==> src/rtl/bist_pkg.sv <==
// ----------------------------------------------------------------------------
// bist_pkg
// Shared definitions for the BIST controller and the signature checker.
//   - State encodings for the checker FSM (plain constants plus an enum
//     typedef built on them, so older code using the constants still links).
//   - Default MISR polynomial and seed values.
// Optional feature macro used by the checker: BIST_CHK_COUNT_EN.
// ----------------------------------------------------------------------------
package bist_pkg;

   localparam logic [1:0] BIST_ST_IDLE    = 2'd0;
   localparam logic [1:0] BIST_ST_COLLECT = 2'd1;
   localparam logic [1:0] BIST_ST_EVAL    = 2'd2;
   localparam logic [1:0] BIST_ST_REPORT  = 2'd3;

   typedef enum logic [1:0] {
      ST_IDLE    = BIST_ST_IDLE,
      ST_COLLECT = BIST_ST_COLLECT,
      ST_EVAL    = BIST_ST_EVAL,
      ST_REPORT  = BIST_ST_REPORT
   } bist_state_t;

   // CRC-16/CCITT style polynomial is the default MISR feedback.
   localparam logic [15:0] BIST_DEFAULT_POLY = 16'h1021;
   localparam logic [15:0] BIST_DEFAULT_SEED = 16'h0000;

   // Saturating 8-bit increment used by the capture counter.
   function automatic logic [7:0] sat_inc8(input logic [7:0] value);
      return (value == 8'hFF) ? value : value + 8'd1;
   endfunction

endpackage

==> src/rtl/bist_misr.sv <==
// ----------------------------------------------------------------------------
// bist_misr
// Multiple-input signature register compacting circuit-under-test responses.
// Ports:
//   CLK    in            rising-edge clock
//   RESET  in            asynchronous active-high reset, forces sig = SEED
//   load   in            reload sig with SEED (start of a run)
//   shift  in            compact 'data' into sig this cycle
//   data   in  RESP_W    response word, zero-extended to SIG_W
//   sig    out SIG_W     current signature
// load has priority over shift; with neither asserted sig holds.
// ----------------------------------------------------------------------------
module bist_misr
   import bist_pkg::*;
#(
   parameter int unsigned       RESP_W = 8,
   parameter int unsigned       SIG_W  = 16,
   parameter logic [SIG_W-1:0]  POLY   = BIST_DEFAULT_POLY,
   parameter logic [SIG_W-1:0]  SEED   = BIST_DEFAULT_SEED
) (
   input  logic              CLK,
   input  logic              RESET,
   input  logic              load,
   input  logic              shift,
   input  logic [RESP_W-1:0] data,
   output logic [SIG_W-1:0]  sig
);

   logic [SIG_W-1:0] data_ext;
   logic [SIG_W-1:0] feedback;
   logic [SIG_W-1:0] next_sig;

   // Zero-extend the response this way so SIG_W == RESP_W needs no
   // zero-width replication.
   always_comb begin
      data_ext              = '0;
      data_ext[RESP_W-1:0]  = data;
   end

   // Galois-style step: shift left, fold in the polynomial when the bit
   // falling off the top was set, then mix in the new response.
   always_comb begin
      feedback = sig[SIG_W-1] ? POLY : '0;
      next_sig = {sig[SIG_W-2:0], 1'b0} ^ feedback ^ data_ext;
   end

   always_ff @(posedge CLK or posedge RESET) begin
      if (RESET) begin
         sig <= SEED;
      end else if (load) begin
         sig <= SEED;
      end else if (shift) begin
         sig <= next_sig;
      end
   end

endmodule

==> config.mk <==
export PLATFORM = sky130hd
export DESIGN_NAME = bist_misr
export DESIGN_NICKNAME = d
export VERILOG_FILES = /design/src/rtl/bist_pkg.sv /design/src/rtl/bist_misr.sv
export SDC_FILE = /design/constraint.sdc
export NUM_CORES = 1
export LEC_CHECK = 0
export BUFFER_PORTS_ARGS = -buffer_cell sky130_fd_sc_hd__clkbuf_2
export CORE_ASPECT_RATIO = 0.75
export CORE_MARGIN = 1.5
export CORE_UTILIZATION = 35
export DETAILED_ROUTE_END_ITERATION = 16
export SYNTH_ARGS = -nofsm -noshare
export SYNTH_HDL_FRONTEND = slang
export SYNTH_SLANG_ARGS = --single-unit
==> constraint.sdc <==
create_clock -name CLK -period 1.16 [get_ports CLK]
set_input_delay 0.058 -clock CLK [delete_from_list [all_inputs] [get_ports CLK]]
set_output_delay 0.058 -clock CLK [all_outputs]
set_load 0.1 [all_outputs]
==> results of run 1 <==
synth_stat cells, drive strengths merged:
master / instances / share of area [%]
clkbuf: 1 / 0.52
buf: 4 / 3.4
xor3: 1 / 3.3
dfrtp: 16 / 55
a211oi: 8 / 8.3
xnor2: 8 / 9.6
mux2i: 8 / 11
inv: 1 / 0.52
nor2: 16 / 8.3
cell type report:
| class | instances | area share, % |
|---|---|---|
| clock buffer | 4 | 3.08 |
| timing repair buffer | 29 | 33.3 |
| multi-input combinational | 41 | 24.9 |
| sequential | 16 | 35.8 |
| tap | 24 | 2.55 |
| inverter | 1 | 0.318 |
cells in the final DEF, fill, tap and decap left out, drive strengths merged:
cell type,netlist,layout
a211oi,8,8
dfrtp,16,16
xor3,1,1
buf,4,17
clkbuf,1,15
inv,1,1
xnor2,8,8
mux2i,8,8
dlygate4sd3,0,1
nor2,16,16
logic make-up after synthesis:
family | count (synthesis)
compound gates | 8
xor+xnor | 9
buf+inv | 6
flops | 16
mux | 8
simple gates | 16
timing repair:
item,in CTS,in global routing
endpoints found under the hold margin,16,0
gates resized for setup,0,0
hold buffers,1,0
worst max-delay path: stages (launching register included):
cell and delay [ns]:
dfrtp_2 0.45, xor3_1 0.35, mux2i_1 0.14, nor2_1 0.05
final timing paths:
kind / from / to / slack, ns / cells after the start
worst min-delay path: data[1] / sig[1] / 0.04 / 3
worst min register to register: sig[8] / sig[8] / 0.59 / 2
max in group asynchronous: RESET / sig[15] / 0.66 / 4
worst max-delay path: sig[4] / sig[5] / 0.06 / 3
min in group asynchronous: RESET / sig[1] / 0.29 / 4
worst max register to register: sig[4] / sig[5] / 0.06 / 3
layer usage:
| layer | global-route usage, % | vias up |
|---|---|---|
| met2 | 20.2 | 23 |
| met1 | 19.5 | 243 |
| met4 | 5.85 | 0 |
| li1 | - | 268 |
| met3 | 7.72 | 2 |
| met5 | 0 | - |
report_power, final:
part | leakage [nW] | switching, mW | internal, mW
logic | 0.305 | 0.289 | 0.178
clock network | 0.0210 | 0.179 | 0.191
registers | 0.190 | 0.0420 | 0.591
==> results_dict.tcl, run 1 <==
set metrics [dict create \
    final_cells 115 \
    grt_pass1_wl_um 2590 \
    hpwlAfterDp_um 972 \
    avgSynthCellArea_um2 11.5 \
    synth_cells 63 \
    grt-ovfl-total 0 \
    fin_ws_ns 0.0615 \
    clock_latency_ns 0.29 \
    ys_types 10 \
    yosysSeqAreaShare_pct 55.1 \
    wl_per_cell_um 12.4 \
    root_buffer "clkbuf_4" \
    critPathLaunchType "flip-flop" \
    rsz0062_at_grt "false" \
    multi_input_area_um2 294 \
    yosys_warnings 0 \
    ys_seq_elements 16 \
    gp_congestion 0.714 \
    utilization_pct 59.6 \
    syn_nets 75 \
    skew_ns 0.00725 \
    nNetsFinal 104 \
    hold_class "in2reg" \
    cts_buffers 3 \
    regMostFlops "sig" \
    setup_viol 0 \
    mappedNetlistArea_um2 727 \
    power_density_nw_per_um2 1250 \
    met2_wirelength_um 560 \
    crit_path_end_kind "flip-flop" \
    synth.area.mux_share_pct 11.0 \
    pre_cts_slack_ns 0.0737 \
    fin_crit_sh_pct 94.7 \
    die-area_um2 2360 \
    wl_met3_um 142 \
    largest_register_ffs 16 \
    ios 28 \
    postCtsSetupRepairBufs 0 \
    slew_violations 0 \
    die_y_um 42.5 \
    grt_usage_pct 14.8 \
    final-hold-violation-count 0 \
    seqCellArea_um2 423 \
    reg.largest.list "sig (16)" \
    die_x_um 55.6 \
    clockBufferDepth 2 \
    synth_compound_area_share_pct 8.26 \
    clock.fmax_mhz 910 \
    top_layer "met4" \
    drt-met1-wl_um 716 \
    setup-tns-final_ns 0 \
    portBuffers 27 \
    power_mw 1.47 \
    clk_pin_slew_ns 0.10 \
    status "complete, no violations" \
    relSlewSlack_pct 65.0 \
    initial_utilization_pct 36.7 \
    drt-pass1-iter-count 3 \
    via_per_inst 4.66 \
    peakVddDrop_mv 1.15 \
    antenna_found_initial 0 \
    leakage_nw 0.516 \
    route.detailed.drc 0 \
    placed_cell_area_um2 1130 \
    required_ns 1.34 \
    postRouteAntennaNets 0 \
    worstPathMaxFanout 3 \
    cts_tree "yes" \
    post-place-cells 110 \
    core-area_um2 1980 \
    critPathKind "reg2reg" \
    synth_fa_ha_area_share_pct 0 \
    maxCapViolCount 0 \
    fillers 174 \
    finalCriticalPeriod_ns 1.10 \
    yosys.area_share.simple_pct 8.26 \
    h-tree-depth 1 \
    num_antenna_cells 0 \
    yosys.area_share.xor_xnor_pct 12.9 \
    fin_area_um2 1180 \
    tightest_slew_ns 0.525 \
    holdWs_ns 0.0447 \
    cts.sinks 16 \
    num_vias 536 \
    drt_iter0_markers 11 \
    worst_ep_arrival_time_ns 1.28 \
    synth_top_family_by_area "XOR/XNOR gates" \
    drt_wl_total_um 1430 \
    area_growth_pct 62.3 \
    rows 14 \
    layout-drive-gt1-share_pct 52.7 \
    grt_pass1_vias 534 \
    grt_max_degree 25 \
]
Power figures use the tool's default switching activity.
==> run 2, diff against run 1 <==
==> constraint.sdc (replaced) <==
create_clock -name CLK -period 1.1 [get_ports CLK]
set_input_delay 0.055 -clock CLK [delete_from_list [all_inputs] [get_ports CLK]]
set_output_delay 0.055 -clock CLK [all_outputs]
set_load 0.1 [all_outputs]
==> results_dict.tcl, run 2 (same netlist as run 1, synthesis figures left out) <==
set metrics [dict create \
    status "finished, violations left" \
    failed_checks "setup timing" \
    die_y_um 42.5 \
    antenna_found_initial 0 \
    fin_area_um2 1220 \
    clockBufferDepth 2 \
    final-hold-violation-count 0 \
    met1_usage_pct 18.7 \
    top_usage_layer "met2" \
    post-place-cells 111 \
    critPathMaxStageDelay_ns 0.49 \
    tightest_slew_ns 0.543 \
    p_comb_share_pct 32.0 \
    crit_path_end_kind "output pin" \
    largest_register_ffs 16 \
    final_cells 117 \
    num_antenna_cells 0 \
    cts_tree "yes" \
    fin_ws_ns -0.0721 \
    fin_crit_sh_pct 107 \
    worstPathMaxFanout 4 \
    ios 28 \
    cpLargestDelayFamily "flip-flops" \
    skew_ns 0.00505 \
    layout_common_cells "16 x nor2_1, 16 x buf_12, 11 x clkbuf_2" \
    die_x_um 55.6 \
    sequentialPowerShare_pct 43.0 \
    power_switching_uw 543 \
    layout-drive-gt1-share_pct 53.8 \
    placed_cell_area_um2 1160 \
    required_ns 1.04 \
    regMostFlops "sig" \
    gp_congestion 0.655 \
    use_met2_pct 21.7 \
    clock_latency_ns 0.29 \
    internal-power_mw 1.03 \
    root_buffer "clkbuf_4" \
    setup_viol 3 \
    crit_chain "buf_4, buf_12" \
    drt_wl_total_um 1480 \
    relSlewSlack_pct 63.8 \
    cts_buffers 3 \
    cp_slowest_cell "dfrtp_4" \
    drt_iter0_markers 7 \
    postRouteAntennaNets 0 \
    area_growth_pct 67.6 \
    num_vias 554 \
    sw_frac_of_total_pct 34.6 \
    initial_utilization_pct 36.7 \
    gr-usage-met3_pct 6.17 \
    drt-pass1-iter-count 4 \
    power_density_nw_per_um2 1290 \
    cts.sinks 16 \
    reg.largest.list "sig (16)" \
    leakage_nw 0.524 \
    grt_max_degree 25 \
    wl_per_cell_um 12.6 \
    nNetsFinal 106 \
    via_per_inst 4.74 \
    grt_usage_pct 14.3 \
    peakVddDrop_mv 1.09 \
    rsz0062_at_grt "true" \
    portBuffers 27 \
    rows 14 \
    pre_cts_slack_ns -0.0682 \
    holdWs_ns 0.0501 \
    clock.fmax_mhz 853 \
    grt_pass1_wl_um 2560 \
    h-tree-depth 1 \
    finalCriticalPeriod_ns 1.17 \
    die-area_um2 2360 \
    utilization_pct 61.6 \
    setup-tns-final_ns -0.161 \
    power.share.clock_pct 25.0 \
    hold_class "in2reg" \
    slew_violations 0 \
    critPathKind "reg2out" \
    grt-ovfl-total 0 \
    maxCapViolCount 0 \
    clk_pin_slew_ns 0.10 \
    worst_ep_arrival_time_ns 1.12 \
    route.detailed.drc 0 \
    power_mw 1.57 \
    critPathLaunchType "flip-flop" \
    grt_pass1_vias 568 \
    path_buf_inv 2 \
    core-area_um2 1980 \
]
==> run 2: changes by cell type in the layout (fill, tap and decap cells not counted) <==
cell,before,now
dfrtp_4,1,9
dfrtp_2,15,7
buf_6,0,1
buf_4,1,2
==> run 2: worst paths after layout <==
check / startpoint / end / slack (ns) / cells after the start
hold reg to reg: sig[13] / sig[13] / 0.59 / 2
min in group asynchronous: RESET / sig[1] / 0.28 / 4
hold / removal: data[0] / sig[0] / 0.05 / 3
setup reg to reg: sig[15] / sig[5] / -0.07 / 3
setup / recovery: sig[15] / sig[15] / -0.07 / 2
max in group asynchronous: RESET / sig[11] / 0.61 / 4
==> run 2: timing repair <==
action / 4_1_cts / 5_1_grt
setup buffers: 1 / 0
setup endpoints to repair: 2 / 5
gates resized for setup: 1 / 0
pin swaps: 1 / 1
hold buffers: 1 / 0
hold endpoints to repair: 16 / 0
==> run 2: power groups by stage <==
stage / sequential, mW / combinational (mW) / clock, mW
5_1_grt: 0.680 / 0.522 / 0.445
2_1_floorplan: 0.894 / 0.108 / 0
3_5_place_dp: 0.689 / 0.501 / 0
3_3_place_gp: 0.688 / 0.498 / 0
6_report: 0.675 / 0.502 / 0.392
4_1_cts: 0.676 / 0.506 / 0.413
==> run 2: area by class of cell <==
cell class | instances | area (um^2)
fill | 167 | 761
sequential | 16 | 443
timing repair buffer | 31 | 412
multi-input combinational | 41 | 294
clock buffer | 4 | 36.3
tap | 24 | 30.0
inverter | 1 | 3.75
==> run 2: per-layer routing <==
metal | part of all wire (%) | vias up
li1 | - | 268
met1 | 48 | 264
met2 | 44 | 20
met3 | 7.6 | 2
met4 | 1.0 | 0
met5 | 0 | -
==> run 2: worst reg2reg max path, cell delays in order, from the launching register on <==
cell and delay (ns):
dfrtp_4 0.49, xor3_1 0.36, mux2i_1 0.15, nor2_1 0.05
